[src/rtl/subpel_interp_ctrl.sv]
// Sequencer for the 8x8 subpixel interpolation datapath: fetches reference
// rows, issues horizontal then vertical FIR passes, and times the shift,
// half-pel feedback and output-filler strobes to the FIR pipeline latency.
module subpel_interp_ctrl #(
    parameter int unsigned BLK     = 8,
    parameter int unsigned TAPS    = 8,
    parameter int unsigned FIR_LAT = 2,
    parameter int unsigned IDXW    = 8
) (
    input  logic            clk,
    input  logic            rst,
    input  logic            start,
    input  logic            abort,
    output logic            row_req,
    output logic [IDXW-1:0] row_idx,
    input  logic            row_ack,
    output logic            in_shift,
    output logic [IDXW-1:0] mux_sel,
    output logic            hsr_load,
    output logic            out_we,
    output logic [IDXW-1:0] out_row,
    output logic            busy,
    output logic            done
);

    localparam int unsigned     NROWS      = BLK + TAPS - 1;
    localparam logic [IDXW-1:0] ONE        = IDXW'(1);
    localparam logic [IDXW-1:0] LAST_ROW   = IDXW'(NROWS - 1);
    localparam logic [IDXW-1:0] LAST_V     = IDXW'(BLK - 1);
    localparam logic [IDXW-1:0] LAST_DRAIN = IDXW'(FIR_LAT - 1);
    localparam logic [IDXW-2:0] H_LO       = (IDXW-1)'(TAPS / 2 - 1);
    localparam logic [IDXW-2:0] H_HI       = (IDXW-1)'(TAPS / 2 + BLK - 2);

    typedef enum logic [2:0] {
        S_IDLE,
        S_LOAD,
        S_HPASS,
        S_VPASS,
        S_DRAIN,
        S_DONE
    } state_t;

    state_t                         state_q, state_d;
    logic [IDXW-1:0]                cnt_q, cnt_d;
    logic [IDXW-1:0]                sel_q, sel_d;
    logic [FIR_LAT-1:0]             tag_vld_q, tag_vld_d;
    logic [FIR_LAT-1:0][IDXW-1:0]   tag_q, tag_d;

    logic            issue;
    logic [IDXW-1:0] issue_tag;
    logic            t_vld;
    logic            t_kind;
    logic [IDXW-2:0] t_idx;

    // State, shared row/issue/drain counter, held mux select and tag delay line
    always_ff @(posedge clk or negedge rst) begin
        if (!rst) begin
            state_q   <= S_IDLE;
            cnt_q     <= '0;
            sel_q     <= '0;
            tag_vld_q <= '0;
            tag_q     <= '0;
        end else begin
            state_q   <= state_d;
            cnt_q     <= cnt_d;
            sel_q     <= sel_d;
            tag_vld_q <= tag_vld_d;
            tag_q     <= tag_d;
        end
    end

    // Next-state, fetch handshake, issue tags and delay-line advance
    always_comb begin
        state_d   = state_q;
        cnt_d     = cnt_q;
        sel_d     = sel_q;
        issue     = 1'b0;
        issue_tag = '0;
        row_req   = 1'b0;
        row_idx   = '0;
        in_shift  = 1'b0;
        busy      = (state_q != S_IDLE);
        done      = (state_q == S_DONE);

        case (state_q)
            S_IDLE: begin
                if (start) begin
                    state_d = S_LOAD;
                    cnt_d   = '0;
                end
            end
            S_LOAD: begin
                row_req  = 1'b1;
                row_idx  = cnt_q;
                in_shift = row_ack;
                if (row_ack) begin
                    if (cnt_q == LAST_ROW) begin
                        state_d = S_HPASS;
                        cnt_d   = '0;
                    end else begin
                        cnt_d = cnt_q + ONE;
                    end
                end
            end
            S_HPASS: begin
                issue     = 1'b1;
                issue_tag = {1'b0, cnt_q[IDXW-2:0]};
                if (cnt_q == LAST_ROW) begin
                    state_d = S_VPASS;
                    cnt_d   = '0;
                end else begin
                    cnt_d = cnt_q + ONE;
                end
            end
            S_VPASS: begin
                issue     = 1'b1;
                issue_tag = {1'b1, cnt_q[IDXW-2:0]};
                if (cnt_q == LAST_V) begin
                    state_d = S_DRAIN;
                    cnt_d   = '0;
                end else begin
                    cnt_d = cnt_q + ONE;
                end
            end
            S_DRAIN: begin
                if (cnt_q == LAST_DRAIN) begin
                    state_d = S_DONE;
                    cnt_d   = '0;
                end else begin
                    cnt_d = cnt_q + ONE;
                end
            end
            S_DONE: begin
                state_d = S_IDLE;
            end
            default: begin
                state_d = S_IDLE;
                cnt_d   = '0;
            end
        endcase

        if (issue) begin
            sel_d = issue_tag;
        end
        mux_sel = sel_d;

        tag_vld_d[0] = issue;
        tag_d[0]     = issue_tag;
        for (int unsigned i = 1; i < FIR_LAT; i++) begin
            tag_vld_d[i] = tag_vld_q[i-1];
            tag_d[i]     = tag_q[i-1];
        end

        // abort overrides everything, including a same-cycle start in IDLE
        if (abort) begin
            state_d   = S_IDLE;
            cnt_d     = '0;
            tag_vld_d = '0;
        end
    end

    // Strobes decoded from the tag leaving the delay line
    always_comb begin
        t_vld    = tag_vld_q[FIR_LAT-1];
        t_kind   = tag_q[FIR_LAT-1][IDXW-1];
        t_idx    = tag_q[FIR_LAT-1][IDXW-2:0];
        hsr_load = t_vld & ~t_kind;
        out_we   = 1'b0;
        out_row  = '0;
        if (t_vld && t_kind) begin
            out_we  = 1'b1;
            out_row = IDXW'(BLK) + {1'b0, t_idx};
        end else if (t_vld && (t_idx >= H_LO) && (t_idx <= H_HI)) begin
            out_we  = 1'b1;
            out_row = {1'b0, t_idx - H_LO};
        end
    end

endmodule

[config.mk]
export PLATFORM = sky130hd
export DESIGN_NAME = subpel_interp_ctrl
export DESIGN_NICKNAME = d
export VERILOG_FILES = /design/src/rtl/subpel_interp_ctrl.sv
export SDC_FILE = /design/constraint.sdc
export NUM_CORES = 1
export LEC_CHECK = 0
export ABC_CLOCK_PERIOD_IN_PS = 6100
export BUFFER_PORTS_ARGS = -buffer_cell sky130_fd_sc_hd__buf_4
export CAP_MARGIN = 20
export CORE_ASPECT_RATIO = 1.4
export CORE_UTILIZATION = 40
export CTS_CLUSTER_DIAMETER = 50
export DETAILED_ROUTE_END_ITERATION = 10
export SETUP_SLACK_MARGIN = 0.4
export SLEW_MARGIN = 20
export SYNTH_ARGS = -nofsm -noshare
export SYNTH_HDL_FRONTEND = slang
export SYNTH_SLANG_ARGS = --single-unit
[constraint.sdc]
create_clock -name clk -period 6.1 [get_ports clk]
set_input_delay 0.305 -clock clk [delete_from_list [all_inputs] [get_ports clk]]
set_output_delay 0.305 -clock clk [all_outputs]
set_load 0.02 [all_outputs]
# After elaboration in Yosys (flattened, before gate mapping)
# Cells that the tools add are included.
dict set report op_classes {
  addsub 3
  order_cmp 2
  n_eq_ne 15
  mux 26
  bitwise 2
  n_reduce_logical 8
}
# operator n
set ops {}
lappend ops {{two-way mux 8 bit} 9}
lappend ops {{one-hot mux 8 bit (6 select lines)} 1}
lappend ops {{two-way mux 3 bit} 7}
lappend ops {{!= test 3 bit (second input constant)} 6}
lappend ops {{one-hot mux 8 bit (2 select lines)} 1}
lappend ops {{one-hot mux 3 bit (5 select lines)} 1}
lappend ops {{adder 4 x 7 -> 8 bit (first input constant)} 1}
lappend ops {{adder 8 x 1 -> 8 bit (second input constant)} 1}
lappend ops {{== test 8 x 1 -> 1 bit (second input constant)} 1}
lappend ops {{== test 8 x 3 -> 1 bit (second input constant)} 1}
lappend ops {{== test 8 x 4 -> 1 bit (second input constant)} 1}
lappend ops {{greater-or-equal comparator 7 x 2 -> 1 bit (second input constant)} 1}
lappend ops {{<= comparator 7 x 4 -> 1 bit (second input constant)} 1}
lappend ops {{two-way mux 7 bit} 1}
lappend ops {{subtractor 7 x 2 -> 7 bit (second input constant)} 1}
lappend ops {{== test 3 x 2 -> 1 bit (second input constant)} 2}
lappend ops {{== test 3 bit (second input constant)} 2}
lappend ops {{AND reduction 6 bit} 1}
lappend ops {{two-way mux 1 bit} 5}
lappend ops {{== test 3 x 1 -> 1 bit (second input constant)} 1}
lappend ops {{logical AND 1 bit} 3}
lappend ops {{logical NOT 3 bit} 1}
lappend ops {{AND reduction 3 bit} 1}
lappend ops {{nonzero test 3 bit} 1}
lappend ops {{other kinds (5)} 5}
dict set report totals {
  reg_bits 37
  inputBits 5
  out_inout_bits 30
  elab_cells 62
}

# Longest topological paths before layout
dict set report depth {
  word_depth 5
  mapped_depth 6
  ltp_nobuf 6
}

# Least setup slack after synthesis
# OpenSTA, ideal clock, no wires.
dict set report synth_path {
  kind {reg-to-output}
  start {register state_q[1]}
  end {output in_shift}
  arrival_ps 1719
  required_time_ps 5795
  path_slack_ps 4076
  path_stages_with_launch 5
  cell_sequence {dfrtp_1 clkbuf_1 clkbuf_1 nor3_1 and2_1}
}
dict set report synth_via {
  elab_chain_cells 2
}
# item line
set synth_rtl {}
lappend synth_rtl {{start: declaration} 43} ;# state_t state_q, state_d;
lappend synth_rtl {{start signal: assignment} 64} ;# state_q <= state_d;
lappend synth_rtl {{== test 3 x 1 -> 1 bit} 85} ;# case (state_q)
lappend synth_rtl {{two-way mux 1 bit} 85}
lappend synth_rtl {{end: declaration} 17} ;# output logic in_shift,
# Every way passes these cells.

# Worst setup path after layout
dict set report layout_path {
  start {register tag_q, in the netlist t_idx[3]}
  end {output out_row[2]}
}
dict set report layout_via {
  elab_chain_cells 5
  word_cells_on_any_way 6
}
# item line
set layout_rtl {}
lappend layout_rtl {{start: declaration} 47} ;# logic [FIR_LAT-1:0][IDXW-1:0] tag_q, tag_d;
lappend layout_rtl {{start signal: assignment} 68} ;# tag_q <= tag_d;
lappend layout_rtl {{greater-or-equal comparator 7 x 2 -> 1 bit} 173} ;# end else if (t_vld && (t_idx >= H_LO) && (t_idx <= H_HI)) begin
lappend layout_rtl {{logical AND 1 bit} 173}
lappend layout_rtl {{logical AND 1 bit *} 173}
lappend layout_rtl {{two-way mux 7 bit *} 173}
lappend layout_rtl {{two-way mux 8 bit *} 170} ;# if (t_vld && t_kind) begin
lappend layout_rtl {{end: declaration} 21} ;# output logic [IDXW-1:0] out_row,
# Mark *: on every way between the ends. The rest lies on a longest branch, timed or not.

==> results.cfg <==
[outcome]
status = complete, no violations

[sta]
setup_slack_ps = 3770
period_needed_ps = 2330
finalSetupTns_ps = 0
rsz0062_at_grt = no
clock_skew_ps = 7.83
clock.fmax_ghz = 0.429
slew_headroom = 0.596
finalSetupViolations = 0
hold_viol = 0
period_share = 0.382
maxSlewViolCount = 0
tightest_slew_ps = 601

[global_route]
grt_max_degree = 38
antenna_found_initial = 0
grt_pass1_vias = 1698
grt_pass1_wl_microns = 7960
grt_usage = 0.188
overflow = 0

[yosys]
async_reset_ff_frac = 1.00
synth_top_family_by_area = compound AO/OA/AOI/OAI gates
synthCells = 213
syn_area_sq_um = 2070
syn_nets = 227
synth_fa_ha_area_frac = 0.0545
dominantRegCellSynth = dfrtp_1
synth_xor_area_frac = 0.0169
synth_mux_area_frac = 0.00484
yosysSeqAreaShare = 0.448
yosys-top-cells-count = dfrtp_1, nand2_1, a21oi_1, and2_1, nor2_1
synth_warnings = 0
yosys-top-cells-area = dfrtp_1, ha_1, a21o_1
synth_top_area_share = 0.448
synth-seq-cells = 37
synth.most_common_cell = dfrtp_1
synth-edff-count = 0
synth.distinct_cells = 49
synth-compound-area-share = 0.220
yosysTopAreaCell = dfrtp_1
syn_area_per_cell_sq_um = 9.70
yosys.area_share.simple = 0.214

[route]
drt_iter0_drc = 87
avgViaCountPerCell = 5.60
wirelength_microns = 4820
ant_nets = 0
wire_per_inst_microns = 15.7
first_pass_iters = 4
route.vias.total = 1726
drc = 0

[clocking]
root_buffer = clkbuf_8
clock-sinks = 37
cts_made_buffers = 5
cts_resized = 0
clock_path_buffers = 2
path_clk_slew_ps = 70
cts_setup_buffers = 0
cts_hold_buf = 1
cts_tree = done
clock_latency_ps = 280
cts-htree-levels = 2

[setup_path]
end_kind = primary output
cpPeakStageDelay_ps = 520
path_buf_inv = 2
critical_path_required_ps = 5790
cpLargestDelayFamily = compound AO/OA/AOI/OAI gates
cp-start-kind = register
path_cells = inv_1, ha_1, a221o_1, a41oi_1, o31ai_1, buf_4
worstSetupPathType = register to primary output
worstPathMaxFanout = 9
cpMaxStageDelayCell = dfrtp_1
crit_arrival_ps = 2020

[floorplan]
die_w_microns = 62.8
num_rows = 30
initial_core_util = 0.420
die_h_microns = 87.1
dieArea_sq_um = 5460
num_io_pins = 35
core_sq_um = 4920

[power]
peakVddDrop_uv = 117
leakage_nw = 1.22
power.density_nw_per_um2 = 207
finalPower_w = 0.000513

[placement]
pre_cts_slack_ps = 4000
hpwl_microns = 3470
port_buffers = 34
gp_congestion = 0.808

[finish]
area_growth_syn_to_layout_pct = 19.8
antenna_cells = 0
nets = 257
fill_cells = 470
drive_above_1_share = 0.197

[hold_path]
hp-class = input port to register

[job]
drv_cap = 0
[area by class of cell]
| type | instances | area, sq um | share of cell area |
|---|---|---|---|
| multi-input cells | 155 | 1050 | 0.426 |
| flip-flops and latches | 37 | 926 | 0.374 |
| repair buffers | 35 | 265 | 0.107 |
| clock buffers | 7 | 86.3 | 0.0349 |
| well taps | 64 | 80.1 | 0.0323 |
| inverters | 9 | 33.8 | 0.0136 |
| clock inverters | 1 | 30.0 | 0.0121 |
[metrics by stage]
| stage | cell area, sq um | hold WS (ps) | cells | util |
|---|---|---|---|---|
| finish | 2480 | 318 | 308 | 0.504 |
| global route | 2480 | 320 | 308 | 0.504 |
| CTS | 2480 | 306 | 308 | 0.504 |
| detailed placement | 2350 | 288 | 299 | 0.478 |
| global placement | 2350 | 294 | 299 | 0.478 |
| floorplan | 2070 | 9.41 | 213 | - |
[layer usage]
metal  global-route usage  vias to the layer above  share of wire
li1                     -                      840              -
met4               0.0803                        0          0.012
met5                    0                        -              0
met3               0.0366                        5          0.025
met2                0.328                       36           0.52
met1                0.225                      845           0.44
[final timing paths]
kind	startpoint	end	slack (ps)	cells after the start
min in group asynchronous	rst	state_q[2]	500	2
hold / removal	abort	state_q[2]	320	2
setup / recovery	t_idx[3]	out_row[2]	3770	6
hold reg to reg	tag_d[10]	t_idx[2]	350	0
max in group asynchronous	rst	t_idx[3]	5260	2
setup reg to reg	cnt_q[5]	cnt_q[7]	3970	4
[state kept, by name, indices dropped and copies added (netlist names)]
| signal | cells |
|---|---|
| cnt_q | 8 |
| sel_q | 8 |
| state_q | 3 |
| t_idx | 7 |
| t_kind | 1 |
| tag_d | 8 |
| tag_vld_q | 2 |
[where the power goes]
group          total (W)  switching (W)  internal (W)
clock network   0.000215      0.0000813      0.000133
registers       0.000252     0.00000395      0.000248
logic          0.0000465      0.0000305     0.0000160
total           0.000513       0.000116      0.000398
[placed cells by master, fill, tap and decap left out, types with 7 or more instances in the layout]
master / Yosys / final
a21oi_1: 13 / 13
and2_1: 12 / 12
o31ai_1: 7 / 7
dfrtp_1: 37 / 37
nor2_1: 12 / 12
ha_1: 9 / 9
inv_1: 8 / 8
a21o_1: 10 / 10
nand2_1: 14 / 14
buf_4: 0 / 34
[cells by family (layout without fill, tap and decap cells)]
group,Yosys count,in the layout
AOI/OAI and AO/OA,62,62
xor gates and xnor gates,4,4
DFF,37,37
buffers and inverters,21,52
muxes,1,1
and+or+nand+nor,79,79
adders and majority gates,9,9
(Power assumes the default switching activity.)
